`src/rtl/led_pkg.sv`:
```
// Shared constants and the per-channel fade state encoding for the LED output stage.
package led_pkg;

   localparam int CLK_HZ        = 27_000_000;
   localparam int DEF_PWM_BITS  = 8;
   localparam int DEF_MAX_LEVEL = (1 << DEF_PWM_BITS) - 1;

   typedef enum logic [1:0] {
      CH_OFF,
      CH_RISE,
      CH_ON,
      CH_FALL
   } ch_state_t;

   function automatic ch_state_t ch_state(input logic req, input logic is_zero, input logic is_max);
      if (req) return is_max ? CH_ON : CH_RISE;
      else     return is_zero ? CH_OFF : CH_FALL;
   endfunction

endpackage

```
`src/rtl/led_pwm_channel.sv`:
```
// One LED channel: saturating fade level, duty latch at period end, PWM comparator.
// Define LED_FADE_GAMMA_EN to square the level into the duty (full level kept always lit).
module led_pwm_channel
   import led_pkg::*;
#(
   parameter int PWM_BITS  = DEF_PWM_BITS,
   parameter int RISE_STEP = 32,
   parameter int FALL_STEP = 4
) (
   input  logic                clk_sys,
   input  logic                rst_b,
   input  logic                req,
   input  logic                fade_tick,
   input  logic                duty_load,
   input  logic [PWM_BITS-1:0] pwm_cnt,
   output logic                lit
);

   localparam logic [PWM_BITS-1:0] MAX    = '1;
   localparam logic [PWM_BITS:0]   MAX_X  = {1'b0, MAX};
   localparam logic [PWM_BITS:0]   RISE_X = (PWM_BITS+1)'(RISE_STEP);
   localparam logic [PWM_BITS:0]   FALL_X = (PWM_BITS+1)'(FALL_STEP);

   logic [PWM_BITS-1:0] level;
   logic [PWM_BITS-1:0] level_nxt;
   logic [PWM_BITS-1:0] duty;
   logic [PWM_BITS-1:0] duty_src;
   logic [PWM_BITS:0]   rise_sum;
   ch_state_t           state;

   // Extra top bit catches overflow on the way up; compare-before-subtract prevents underflow.
   always_comb begin
      rise_sum  = {1'b0, level} + RISE_X;
      level_nxt = level;
      if (req) begin
         level_nxt = (rise_sum > MAX_X) ? MAX : rise_sum[PWM_BITS-1:0];
      end else begin
         level_nxt = ({1'b0, level} < FALL_X) ? '0 : level - FALL_X[PWM_BITS-1:0];
      end
   end

`ifdef LED_FADE_GAMMA_EN
   logic [2*PWM_BITS-1:0] level_sq;

   always_comb begin
      level_sq = {{PWM_BITS{1'b0}}, level} * {{PWM_BITS{1'b0}}, level};
      duty_src = (level == MAX) ? MAX : level_sq[2*PWM_BITS-1:PWM_BITS];
   end
`else
   assign duty_src = level;
`endif

   assign state = ch_state(req, level == '0, level == MAX);

   always_ff @(posedge clk_sys or negedge rst_b) begin
      if (!rst_b) begin
         level <= '0;
         duty  <= '0;
         lit   <= 1'b0;
      end else begin
         if (fade_tick) level <= level_nxt;
         if (duty_load) duty <= duty_src;
         lit <= (pwm_cnt < duty);
      end
   end

   // An idle channel with no request must stay dark.
   off_stays_off: assert property (@(posedge clk_sys) disable iff (!rst_b)
      (state == CH_OFF) |=> (level == '0));

endmodule

```
`src/rtl/led_fade_pwm.sv`:
```
// Bank-3 LED output stage: input register, fade prescaler, shared PWM counter, N_CH channels.
// Optional LED_FADE_GAMMA_EN selects the squared (perceptual) brightness map in each channel.
module led_fade_pwm
   import led_pkg::*;
#(
   parameter int N_CH             = 6,
   parameter int PWM_BITS         = DEF_PWM_BITS,
   parameter int FADE_STEP_CYCLES = CLK_HZ / 1000,
   parameter int RISE_STEP        = 32,
   parameter int FALL_STEP        = 4,
   parameter bit IN_ACTIVE_LOW    = 1'b1,
   parameter bit OUT_ACTIVE_LOW   = 1'b1
) (
   input  logic            bank1_3v3_xtal_in,
   input  logic            bank3_1v8_sys_rst,
   input  logic [N_CH-1:0] led_in,
   output logic [N_CH-1:0] led_out,
   output logic            period_start
);

   localparam int                  PRE_W    = (FADE_STEP_CYCLES > 1) ? $clog2(FADE_STEP_CYCLES) : 1;
   localparam logic [PRE_W-1:0]    PRE_LAST = PRE_W'(FADE_STEP_CYCLES - 1);
   localparam logic [PWM_BITS-1:0] PWM_LAST = PWM_BITS'((1 << PWM_BITS) - 2);
   localparam logic [N_CH-1:0]     IN_POL   = {N_CH{IN_ACTIVE_LOW}};
   localparam logic [N_CH-1:0]     OUT_POL  = {N_CH{OUT_ACTIVE_LOW}};

   logic [N_CH-1:0]     in_q;
   logic [N_CH-1:0]     req;
   logic [N_CH-1:0]     lit;
   logic [PRE_W-1:0]    pre_cnt;
   logic [PWM_BITS-1:0] pwm_cnt;
   logic                fade_tick;
   logic                duty_load;

   always_ff @(posedge bank1_3v3_xtal_in or negedge bank3_1v8_sys_rst) begin
      if (!bank3_1v8_sys_rst) begin
         in_q    <= IN_POL;
         pre_cnt <= '0;
         pwm_cnt <= '0;
      end else begin
         in_q    <= led_in;
         pre_cnt <= fade_tick ? '0 : pre_cnt + 1'b1;
         pwm_cnt <= duty_load ? '0 : pwm_cnt + 1'b1;
      end
   end

   assign fade_tick = (pre_cnt == PRE_LAST);
   assign duty_load = (pwm_cnt == PWM_LAST);
   assign req       = in_q ^ IN_POL;
   assign led_out   = lit ^ OUT_POL;

   // Gated by reset: low while held, high on the very first cycle after release.
   assign period_start = bank3_1v8_sys_rst && (pwm_cnt == '0);

   for (genvar i = 0; i < N_CH; i++) begin : g_ch
      led_pwm_channel #(
         .PWM_BITS  (PWM_BITS),
         .RISE_STEP (RISE_STEP),
         .FALL_STEP (FALL_STEP)
      ) u_ch (
         .clk_sys   (bank1_3v3_xtal_in),
         .rst_b     (bank3_1v8_sys_rst),
         .req       (req[i]),
         .fade_tick (fade_tick),
         .duty_load (duty_load),
         .pwm_cnt   (pwm_cnt),
         .lit       (lit[i])
      );
   end

endmodule

```
`config.mk`:
```
export PLATFORM = sky130hd
export DESIGN_NAME = led_fade_pwm
export DESIGN_NICKNAME = d
export VERILOG_FILES = /design/src/rtl/led_pkg.sv /design/src/rtl/led_pwm_channel.sv /design/src/rtl/led_fade_pwm.sv
export SDC_FILE = /design/constraint.sdc
export NUM_CORES = 1
export LEC_CHECK = 0
export ABC_AREA = 1
export CAP_MARGIN = 40
export CELL_PAD_IN_SITES_DETAIL_PLACEMENT = 1
export CELL_PAD_IN_SITES_GLOBAL_PLACEMENT = 1
export CORE_MARGIN = 2
export CORE_UTILIZATION = 53
export CTS_BUF_LIST = sky130_fd_sc_hd__clkbuf_8
export DETAILED_ROUTE_END_ITERATION = 10
export PLACE_DENSITY_LB_ADDON = 0.15
export SYNTH_ARGS = -nofsm -noshare
export SYNTH_HDL_FRONTEND = slang
export SYNTH_SLANG_ARGS = --single-unit
export TNS_END_PERCENT = 5
```
`constraint.sdc`:
```
create_clock -name bank1_3v3_xtal_in -period 4.48 [get_ports bank1_3v3_xtal_in]
set_input_delay 0.896 -clock bank1_3v3_xtal_in [delete_from_list [all_inputs] [get_ports bank1_3v3_xtal_in]]
set_output_delay 0.896 -clock bank1_3v3_xtal_in [all_outputs]
set_load 0.01 [all_outputs]
```
* Yosys cells after proc, flatten, opt, wreduce, memory -nomap -nowiden
Index checks and enable logic that the tools add are counted.
** Word-level totals
- Input bits :: 8
- Output and inout bits :: 7
- Register bits :: 131
- Word-level logic and storage cells :: 79
** Cells by class
- Equal/unequal tests :: 2
- Add/subtract/negate cells :: 14
- Multiplexer cells :: 20
- Reduce and logical (&&, ||, !) cells :: 2
- Magnitude comparators :: 18
- Bitwise operators :: 2
** Operators with widths (number)
- 2-to-1 mux 8 bit :: 19
- adder 8 x 6 -> 9 bit, second input constant :: 6
- > comparator 9 x 8 -> 1 bit, second input constant :: 6
- < comparator 8 x 3 -> 1 bit, second input constant :: 6
- < comparator 8 bit :: 6
- subtractor 8 x 3 -> 8 bit, second input constant :: 6
- adder 15 x 1 -> 15 bit, second input constant :: 1
- equality test 15 bit, second input constant :: 1
- 2-to-1 mux 15 bit :: 1
- NOT 6 bit :: 2
- adder 8 x 1 -> 8 bit, second input constant :: 1
- equality test 8 bit, second input constant :: 1
- logical NOT 8 bit :: 1
- logical AND 1 bit :: 1

* Longest topological paths before layout
- Depth in word-level cells :: 4
- Depth in mapped cells :: 11
- Mapped depth without buffers :: 10

* Modules after synthesis
From an unflattened synthesis, not the netlist that was laid out.
** Unflattened totals
- Cell total of the unflattened synthesis :: 995
- Area, all modules :: 7632.3 µm²
** By module, submodules not included
- led_pwm_channel (g_ch[0].u_ch ...) :: times used 5, area each 1022.2 µm², cells an instance 133, seq. area each 375.4 µm²
- led_fade_pwm :: times used 1, area each 1508.9 µm², cells an instance 197, seq. area each 733.2 µm²
- led_pwm_channel (g_ch[3].u_ch) :: times used 1, area each 1012.2 µm², cells an instance 133, seq. area each 375.4 µm²

* Worst setup path before layout
No wires, ideal clock.
- Path type :: input to output
- Start :: input port bank3_1v8_sys_rst
- End :: output port period_start
- Arrival :: 1335 ps
- Path buffers :: 0
- Stages on the path :: 2
- Slack :: 2249 ps
- Required time :: 3584 ps
- Path through :: nand2_1 -> nor4_1
** On the way
- Word-level cells in the longest chain between the ends :: 1
** RTL lines
- from (decl) :: line led_fade_pwm.sv:15 : input logic bank3_1v8_sys_rst,
- logical AND 1 bit :: line led_fade_pwm.sv:53 : assign period_start = bank3_1v8_sys_rst && (pwm_cnt == '0);
- to (decl) :: line led_fade_pwm.sv:18 : output logic period_start
No other way between the ends.

* Worst setup path in the final report
- Start :: register pwm_cnt[0]
- End :: output port period_start
** On the way
- Word-level cells in the longest chain between the ends :: 2
** RTL lines
- from (decl) :: line led_fade_pwm.sv:31 : logic [PWM_BITS-1:0] pwm_cnt;
- from (signal assigned) :: line led_fade_pwm.sv:43 : pwm_cnt <= duty_load ? '0 : pwm_cnt + 1'b1;
- logical NOT 8 bit :: line led_fade_pwm.sv:53
- logical AND 1 bit :: line led_fade_pwm.sv:53
No other way between the ends.

==> results.md <==
- Outcome: completed
- Avg Cell Area, Syn: around 7.8 um^2
- Yosys warnings: 0
- Final hold violation count: 0
- Synth top area cells: dfrtp_1, ha_1, nand2_1
- Vias in the first global route: 7075
- Clk_lat worst skew: ~450 ps
- Yosys reg bits: 119
- Worst Path Class, Setup: flip-flop to output port
- Chip height: 123 um
- Critical Path AT: roughly 2200 ps
- Final min period: between 3000 and 4000 ps
- Number of gates resized after cts: 0
- Hold Buf Count CTS: 0
- Hold_ws: 465 ps
- Critical Path End Type: output port
- Syn_nets: 1049
- DP HPWL: 14200 um
- Residual DRC count: 0
- Final setup violation count: 0
- IO Count: 15
- Pins Over Slew Limit: 0
- Layout cell share with drive strength beyond 1: 5.94%
- Static Leak: 3.97 nW
- Max cap viols: 0
- Avg Vias per Cell: 5.52
- Routed vias: 6475
- Req. time, crit path: approximately 3600 ps
- Yosys cell types: 31
- Worst-path maximum fanout: 8
- Bufs on Longest Clock Path: 2
- Drt pass-1 iters: 4
- Grt total ovfl: 0
- Final cycle utilization of the critical path: 69.7%
- Area Overhead vs Synth: 8.85%
- CTS root buf: clkbuf_8
- Peak VDD IR: around 0.21 mV
- Number of diodes: 0
- CTS Buf Count: 17
- Starting Density: between 50% and 60%
- Setup repair bufs after CTS: 0
- Pwr dens: 248 mW/mm^2
- Fmax: between 300 and 400 MHz
- Die ar.: ~0.015 mm^2
- Worst slew margin: 50.9%
- H-tree Lvls: 4
- ANT nets after route: 0
- Core Area: 0.0138 mm^2
- Final Skew: 9.23 ps
- Rows: 43
- FILL cells: 1745
- Syn Inst Count: 959
- CTS clock-pin slew for the worst setup and hold paths: approximately 70 ps
- FF/Latch Area: 0.00299 mm^2
- Largest net degree at the start of global routing: 54
- Worst Max-Slew Pin Slew: 737 ps
- Gr usage total: between 20% and 30%
- Multi-input gate area: between 0.003 and 0.004 mm^2
- Hold Crit Class: flip-flop to flip-flop
- Post-synthesis sequential area ratio: 40.0%
- Final #Nets: 1072
- Initial antenna violation count: 0
- Unrepaired setup endpoints after global routing: no
- 1st-iter DRT viols: 269
- First-pass GRT wire length: 33600 um
- WL final: 19800 um
- CTS tree: built
- Startpoint types: flip-flop
- Die X: 123 um
- Fin Setup TNS: 0 ps
- Wire length per cell: between 15 and 20 um
- Share of the synthesized area in the top cell type: about 38%
- Post-Syn Area: roughly 0.0075 mm^2
- Synth area leader: dfrtp_1
- Port bufs: 14
- RePlAce Congestion: 0.853
- Clock sinks: 119
==> placed cells by master (no fill, tap or decap), drive strengths merged, types with 18 or more instances in the layout <==
cell and instances:
inv 146, nor2 80, nand2 235, o21ai 58
nor3b 18, a21oi 61, nand3 88, clkbuf 19
ha 82, dfrtp 113
==> worst max-delay path, cell delays in order (launching register included) <==
cell             delay, ps
dfrtp_1                410
inv_1                  240
ha_1                   200
nand2_1                 80
nor4_1                 260
clkdlybuf4s50_1        590
==> through the flow <==
step	cell area [um^2]	setup WS, ps	utilization, %	power, mW	cells
detailed placement	7780	1640	56.3	1.15	1143
floorplan	7470	2250	-	1.11	959
CTS	8130	1370	58.8	2.03	1174
global placement	7750	1610	56.1	1.14	1142
finish	8130	1360	58.8	2.01	1174
global route	8130	1230	58.8	2.08	1174
==> metal layers <==
layer	track usage [%]	vias to the layer above	part of all wire, %
met5	0	-	0
met2	50.5	77	51
met1	34.9	3224	44
met3	5.48	38	2.5
li1	-	3136	-
met4	11.5	0	2.4
==> final timing paths <==
check	depth (start not counted)	from	slack, ps	endpoint
max in group asynchronous	4	bank3_1v8_sys_rst	2780	g_ch[1].u_ch.duty_src[3]
min in group asynchronous	2	bank3_1v8_sys_rst	630	g_ch[0].u_ch.duty[1]
worst max-delay path	5	pwm_cnt[0]	1360	period_start
worst max register to register	9	pwm_cnt[0]	1960	g_ch[0].u_ch.duty[1]
worst min-delay path	1	pre_cnt[0]	470	pre_cnt[0]
worst min register to register	1	pre_cnt[0]	470	pre_cnt[0]
==> cells in the mapped netlist, drive strengths merged <==
cell type  instances
clkinv             4
dfstp              6
xor2              17
ha                82
inv              145
clkbuf             2
nor3               6
nand2            235
nand4             13
nor2              80
nor4               1
a211oi             1
nor3b             18
xnor2              1
a21boi             6
o211ai             6
or2                1
dfrtp            113
buf               13
o21ai             58
nand3             88
nand3b             2
a21oi             61
==> report_power, final <==
part	internal, mW	total (mW)	switching (mW)
logic	0.0111	0.0445	0.0335
clock network	0.452	0.888	0.437
registers	1.08	1.08	0.00281
total	1.54	2.01	0.473
==> logic make-up after synthesis <==
| logic type | share of synthesized area, % |
|---|---|
| adder cells (fa/ha/maj) | 13.7 |
| buffers and inverters | 8.98 |
| AND/OR/NAND/NOR | 25.8 |
| AO/OA/AOI/OAI | 9.35 |
| flip-flops | 40.0 |
| XOR/XNOR | 2.11 |
==> layout make-up <==
cell class / instances / area share [%]
clock buffers: 19 / 3.22
clock inverters: 12 / 1.06
inverters: 149 / 6.90
multi-input cells: 676 / 46.9
flip-flops and latches: 119 / 36.7
well taps: 180 / 2.77
repair buffers: 19 / 2.40
==> registers in the layout, indices dropped and copies added (netlist names) <==
signal and flops:
g_ch.u_ch.lit 6, in_q 6, pwm_cnt 8, g_ch.u_ch.duty 42, g_ch.u_ch.duty_src 42, pre_cnt 15
No activity file was read; power rests on OpenSTA's default activity.
